### config.mk
export PLATFORM = sky130hd
export DESIGN_NAME = ctpuf_resp_voter
export DESIGN_NICKNAME = d
export VERILOG_FILES = /design/src/rtl/ctpuf_resp_voter.sv
export SDC_FILE = /design/constraint.sdc
export NUM_CORES = 1
export LEC_CHECK = 0
export BUFFER_PORTS_ARGS = -buffer_cell sky130_fd_sc_hd__buf_2
export CORE_ASPECT_RATIO = 1.4
export CORE_MARGIN = 2
export CORE_UTILIZATION = 50
export DETAILED_ROUTE_END_ITERATION = 16
export PLACE_DENSITY = 0.71
export REMOVE_ABC_BUFFERS = 1
export SLEW_MARGIN = 20
export SYNTH_ARGS = -nofsm -noshare
export SYNTH_HDL_FRONTEND = slang
export SYNTH_SLANG_ARGS = --single-unit
export TNS_END_PERCENT = 100
### constraint.sdc
create_clock -name clk -period 2.3 [get_ports clk]
set_input_delay 0.345 -clock clk [delete_from_list [all_inputs] [get_ports clk]]
set_output_delay 0.345 -clock clk [all_outputs]
set_load 0.005 [all_outputs]
### src/rtl/ctpuf_resp_voter.sv
// rtl/ctpuf_resp_voter.sv - challenge latch, per-bit PUF evaluation and majority vote
// Each response bit is evaluated VOTES times; the voted word is held with a valid/ack handshake.
module ctpuf_resp_voter #(
  parameter int RESP_BITS = 8,
  parameter int VOTES     = 7,
  parameter int SETTLE    = 4
) (
  input  logic                         clk,
  input  logic                         rst_n,
  input  logic                         ena,
  input  logic                         start,
  input  logic [7:0]                   challenge,
  input  logic                         puf_bit,
  output logic [7:0]                   puf_chal,
  output logic [$clog2(RESP_BITS)-1:0] puf_sel,
  output logic                         puf_eval,
  output logic [RESP_BITS-1:0]         resp,
  output logic                         resp_valid,
  input  logic                         resp_ack,
  output logic                         busy,
  output logic                         unstable
);

  localparam int SEL_W  = $clog2(RESP_BITS);
  localparam int ONES_W = $clog2(VOTES + 1);
  localparam int SET_W  = (SETTLE > 1) ? $clog2(SETTLE) : 1;

  localparam logic [ONES_W-1:0] C_VOTES    = ONES_W'(VOTES);
  localparam logic [ONES_W-1:0] C_HALF     = ONES_W'(VOTES / 2);
  localparam logic [SET_W-1:0]  C_SET_LAST = SET_W'(SETTLE - 1);
  localparam logic [SEL_W-1:0]  C_BIT_LAST = SEL_W'(RESP_BITS - 1);

  typedef enum logic [2:0] {
    S_IDLE, S_EVAL, S_SETTLE, S_SAMPLE, S_DECIDE, S_DONE
  } state_t;

  state_t              r_state;
  state_t              w_next;
  logic [1:0]          r_sync;
  logic [ONES_W-1:0]   r_ones;
  logic [ONES_W-1:0]   r_vote;
  logic [SET_W-1:0]    r_settle;
  logic [SEL_W-1:0]    r_bit;
  logic [7:0]          r_chal;
  logic [RESP_BITS-1:0] r_resp;
  logic                r_unstable;

  logic                w_sync_bit;
  logic [ONES_W-1:0]   w_vote_inc;
  logic                w_unanimous;

  assign w_sync_bit  = r_sync[1];
  assign w_vote_inc  = r_vote + ONES_W'(1);
  assign w_unanimous = (r_ones == '0) || (r_ones == C_VOTES);

  // puf_bit is asynchronous to clk; only the second flop is ever consumed
  always_ff @(posedge clk or negedge rst_n) begin
    if (!rst_n) r_sync <= 2'b00;
    else        r_sync <= {r_sync[0], puf_bit};
  end

  always_ff @(posedge clk or negedge rst_n) begin
    if (!rst_n) r_state <= S_IDLE;
    else        r_state <= w_next;
  end

  always_comb begin
    w_next = r_state;
    if (ena) begin
      case (r_state)
        S_IDLE:   if (start) w_next = S_EVAL;
        S_EVAL:   w_next = S_SETTLE;
        S_SETTLE: if (r_settle == C_SET_LAST) w_next = S_SAMPLE;
        S_SAMPLE: w_next = (w_vote_inc == C_VOTES) ? S_DECIDE : S_EVAL;
        S_DECIDE: w_next = (r_bit == C_BIT_LAST) ? S_DONE : S_EVAL;
        S_DONE:   if (resp_ack) w_next = S_IDLE;
        default:  w_next = S_IDLE;
      endcase
    end
  end

  always_ff @(posedge clk or negedge rst_n) begin
    if (!rst_n) begin
      r_ones     <= '0;
      r_vote     <= '0;
      r_settle   <= '0;
      r_bit      <= '0;
      r_chal     <= '0;
      r_resp     <= '0;
      r_unstable <= 1'b0;
    end else if (ena) begin
      case (r_state)
        S_IDLE: if (start) begin
          r_chal     <= challenge;
          r_resp     <= '0;
          r_unstable <= 1'b0;
          r_ones     <= '0;
          r_vote     <= '0;
          r_bit      <= '0;
          r_settle   <= '0;
        end
        S_SETTLE: r_settle <= (r_settle == C_SET_LAST) ? '0 : r_settle + SET_W'(1);
        S_SAMPLE: begin
          r_ones <= r_ones + ONES_W'(w_sync_bit);
          r_vote <= w_vote_inc;
        end
        S_DECIDE: begin
          r_resp[r_bit] <= (r_ones > C_HALF);
          if (!w_unanimous) r_unstable <= 1'b1;
          r_ones <= '0;
          r_vote <= '0;
          if (r_bit != C_BIT_LAST) r_bit <= r_bit + SEL_W'(1);
        end
        // puf_sel returns to 0 once the response has been taken
        S_DONE: if (resp_ack) r_bit <= '0;
        default: ;
      endcase
    end
  end

  assign puf_eval   = ena && (r_state == S_EVAL);
  assign resp_valid = (r_state == S_DONE);
  assign busy       = (r_state != S_IDLE);
  assign puf_sel    = r_bit;
  assign puf_chal   = r_chal;
  assign resp       = r_resp;
  assign unstable   = r_unstable;

endmodule

==> metrics <==
largest vdd supply drop=771 uV; most area-hungry cell type in the Yosys netlist=sky130_fd_sc_hd__dfrtp_1; Max-slew headroom=52.1%; Max-cap violations=0; first-pass GRT wire length=5450 um; fin crit share=82.2%; slack of the critical path=409 ps; arrival time worst endpoint=1550 ps; top area cells in the synthesized netlist=sky130_fd_sc_hd__dfrtp_1, sky130_fd_sc_hd__mux2_2, sky130_fd_sc_hd__ha_1, sky130_fd_sc_hd__a22o_1, sky130_fd_sc_hd__o21ai_0; iteration-0 DRC count of the detailed router=20; cell row count=25; number of synthesized flops with an enable pin=0; area enclosed by the die boundary=3920 um^2; ant diodes=0; first-pass iteration count of the detailed router=4; Warnings, synthesis=0; Setup Crit Path Kind=flop to primary output; slowest stage cell on the critical path=sky130_fd_sc_hd__dfrtp_1; total global routing track utilization=19.2%; pins over their slew limit=0; buffers from clock root to sink, at most=2; drc violations=0; longest individual stage delay on the worst path=570 ps; count of final setup violators=0; Clk pin slew, worst setup/hold paths=70 ps; unrepaired setup endpoints after global routing=no; crit path time final=1890 ps; clk_lat worst skew=290 ps; post-synthesis instance total=155; Design Area, Final=2000 um^2; Initial Utilization=51.7%; Placer Congestion=0.743; Worst Setup Slack post-DPL=491 ps; summed instance area of the synthesized netlist=1710 um^2; async set-or-reset flop fraction in the synthesized netlist=100%; data required time at the worst endpoint=1960 ps; antenna violations before repair=0; number of vias after detailed routing=1301; crit path capture type=primary output; Cell Chain, Critical Path=nand2b_1 > nor3b_1 > buf_2; hold-fix buffer count after cts=0; critical path buffer and inverter count=1; port bufs=36; via-per-instance ratio=5.66; leading post-synthesis cells by instance count=sky130_fd_sc_hd__dfrtp_1, sky130_fd_sc_hd__mux2_2, sky130_fd_sc_hd__nor2_1, sky130_fd_sc_hd__o21ai_0, sky130_fd_sc_hd__a22o_1; Hold Path Class=input port to asynchronous set/reset pin; clock tree root driver cell=sky130_fd_sc_hd__clkbuf_8; CTS sink count=33; total negative setup slack=0 ps; maximum clock skew at final layout=4.93 ps; number of cells on the critical path=3; core area=3320 um^2; part of the Yosys area used for sequential elements=48.2%; wire length per cell after detailed routing=14.6 um; total wire length=3360 um; CTS tree=done; number of levels the H-tree was split into=2; boundary pin count=37; Crit path max-delay family=flip-flops; number of storage elements in the synthesis netlist=33; chip width=53.5 um; maximum fanout count along the critical path=21; startpoint type of the worst setup path=flop; number of global-route vias before repair=1247; Area Growth Syn to Fin=16.8%; vertical extent of the die=73.3 um; highest attainable clock frequency=529 MHz; pin count of the biggest net entering global routing=34; Routed Antenna Nets=0; Worst-Margin Slew=718 ps; R2R Setup Slk=480 ps; final hold violation count=0; share of the synthesized area in the top cell type=48.2%; dominant synthesized flop cell=sky130_fd_sc_hd__dfrtp_1; post-synth cell types=47; Net count, final=210; power per standard cell area=1010 nW/um^2; run status=completed; final non-filler cell total=230; Inserted Clock Buffers=5; Post-Syn Area per Cell=11.1 um^2; Setup Fix Bufs, Post-CTS=0; post-cts repair resize count=0; layout cell share with drive strength beyond 1=33.2%; leading cell type by number of instances after synthesis=sky130_fd_sc_hd__dfrtp_1; leakage power of the design=0.000996 uW; GRT Residual Overflow=0; Cell Count Post-Placement=222; depth of the worst register-to-register path=4; Cell Area, Placed=1890 um^2; HPWL reported at the end of detailed placement=2460 um
-- placed cells by master (no fill, tap or decap), drive strengths merged, types with 3 or more instances in the layout --
cell,synthesis,layout
a21oi,3,3
nor2,11,11
nor3,3,3
nand2b,4,4
o21ai,15,15
nand2,7,7
ha,7,7
nor2b,5,5
a31oi,3,3
a22o,8,8
buf,5,36
clkbuf,4,5
dfrtp,33,33
nand3,6,6
mux2,12,12
-- registers in the layout, summed over array words and instances, names as in the netlist --
| signal | count |
|---|---|
| r_state | 3 |
| r_ones | 3 |
| puf_sel | 3 |
| unstable | 1 |
| resp | 8 |
| puf_chal | 8 |
| r_settle | 2 |
| r_sync | 2 |
| r_vote | 3 |
-- path summary, 6_finish.rpt --
kind                            startpoint    endpoint
worst max-delay path            r_state[2]    puf_eval
worst min-delay path                 rst_n  r_state[0]
worst max register to register  r_state[2]  puf_sel[0]
worst min register to register   r_sync[0]   r_sync[1]
max in group asynchronous            rst_n   r_ones[0]
min in group clk                   puf_bit   r_sync[0]
-- worst reg2reg max path, stage by stage (launching register included) --
cell                      delay (ps)
sky130_fd_sc_hd__dfrtp_1         570
sky130_fd_sc_hd__or2_1           350
sky130_fd_sc_hd__and2_4          170
sky130_fd_sc_hd__a32oi_2         230
sky130_fd_sc_hd__mux2_2          370
-- routing by layer --
| metal | global-route usage [%] | vias to the layer above | wire, um |
|---|---|---|---|
| li1 | - | 636 | - |
| met1 | 20.3 | 626 | 1360 |
| met2 | 34.6 | 35 | 1770 |
| met3 | 5.89 | 4 | 181 |
| met4 | 6.84 | 0 | 45 |
| met5 | 0 | - | 0 |
-- through the flow --
step                      power (uW)  utilization, %  hold slack, ps
after floorplan                 1260               -            49.4
after global placement          1430            56.9             332
after detailed placement        1480            56.9             352
after CTS                       2030            60.3             128
after global routing            2140            60.3             149
final                           2010            60.3             104
-- cells by family after synthesis --
| group | count (synthesis) | synth area share, % |
|---|---|---|
| buf+inv | 11 | 3.80 |
| flops | 33 | 48.2 |
| fa+ha+maj | 7 | 5.11 |
| mux | 13 | 8.47 |
| compound gates | 39 | 16.1 |
| simple gates | 52 | 18.3 |
-- power by group --
group | internal, uW | switching (uW)
Clock | 324 | 227
Combinational | 302 | 262
Sequential | 730 | 167
Total | 1360 | 656
-- cell type report --
cell class	instances	area, um^2
clock inverters	3	46.3
inverters	2	7.51
clock buffers	5	68.8
repair buffers	36	180
fillers	294	1320
flip-flops and latches	33	826
multi-input cells	111	822
well taps	40	50.0
No activity file was read; power rests on OpenSTA's default activity.
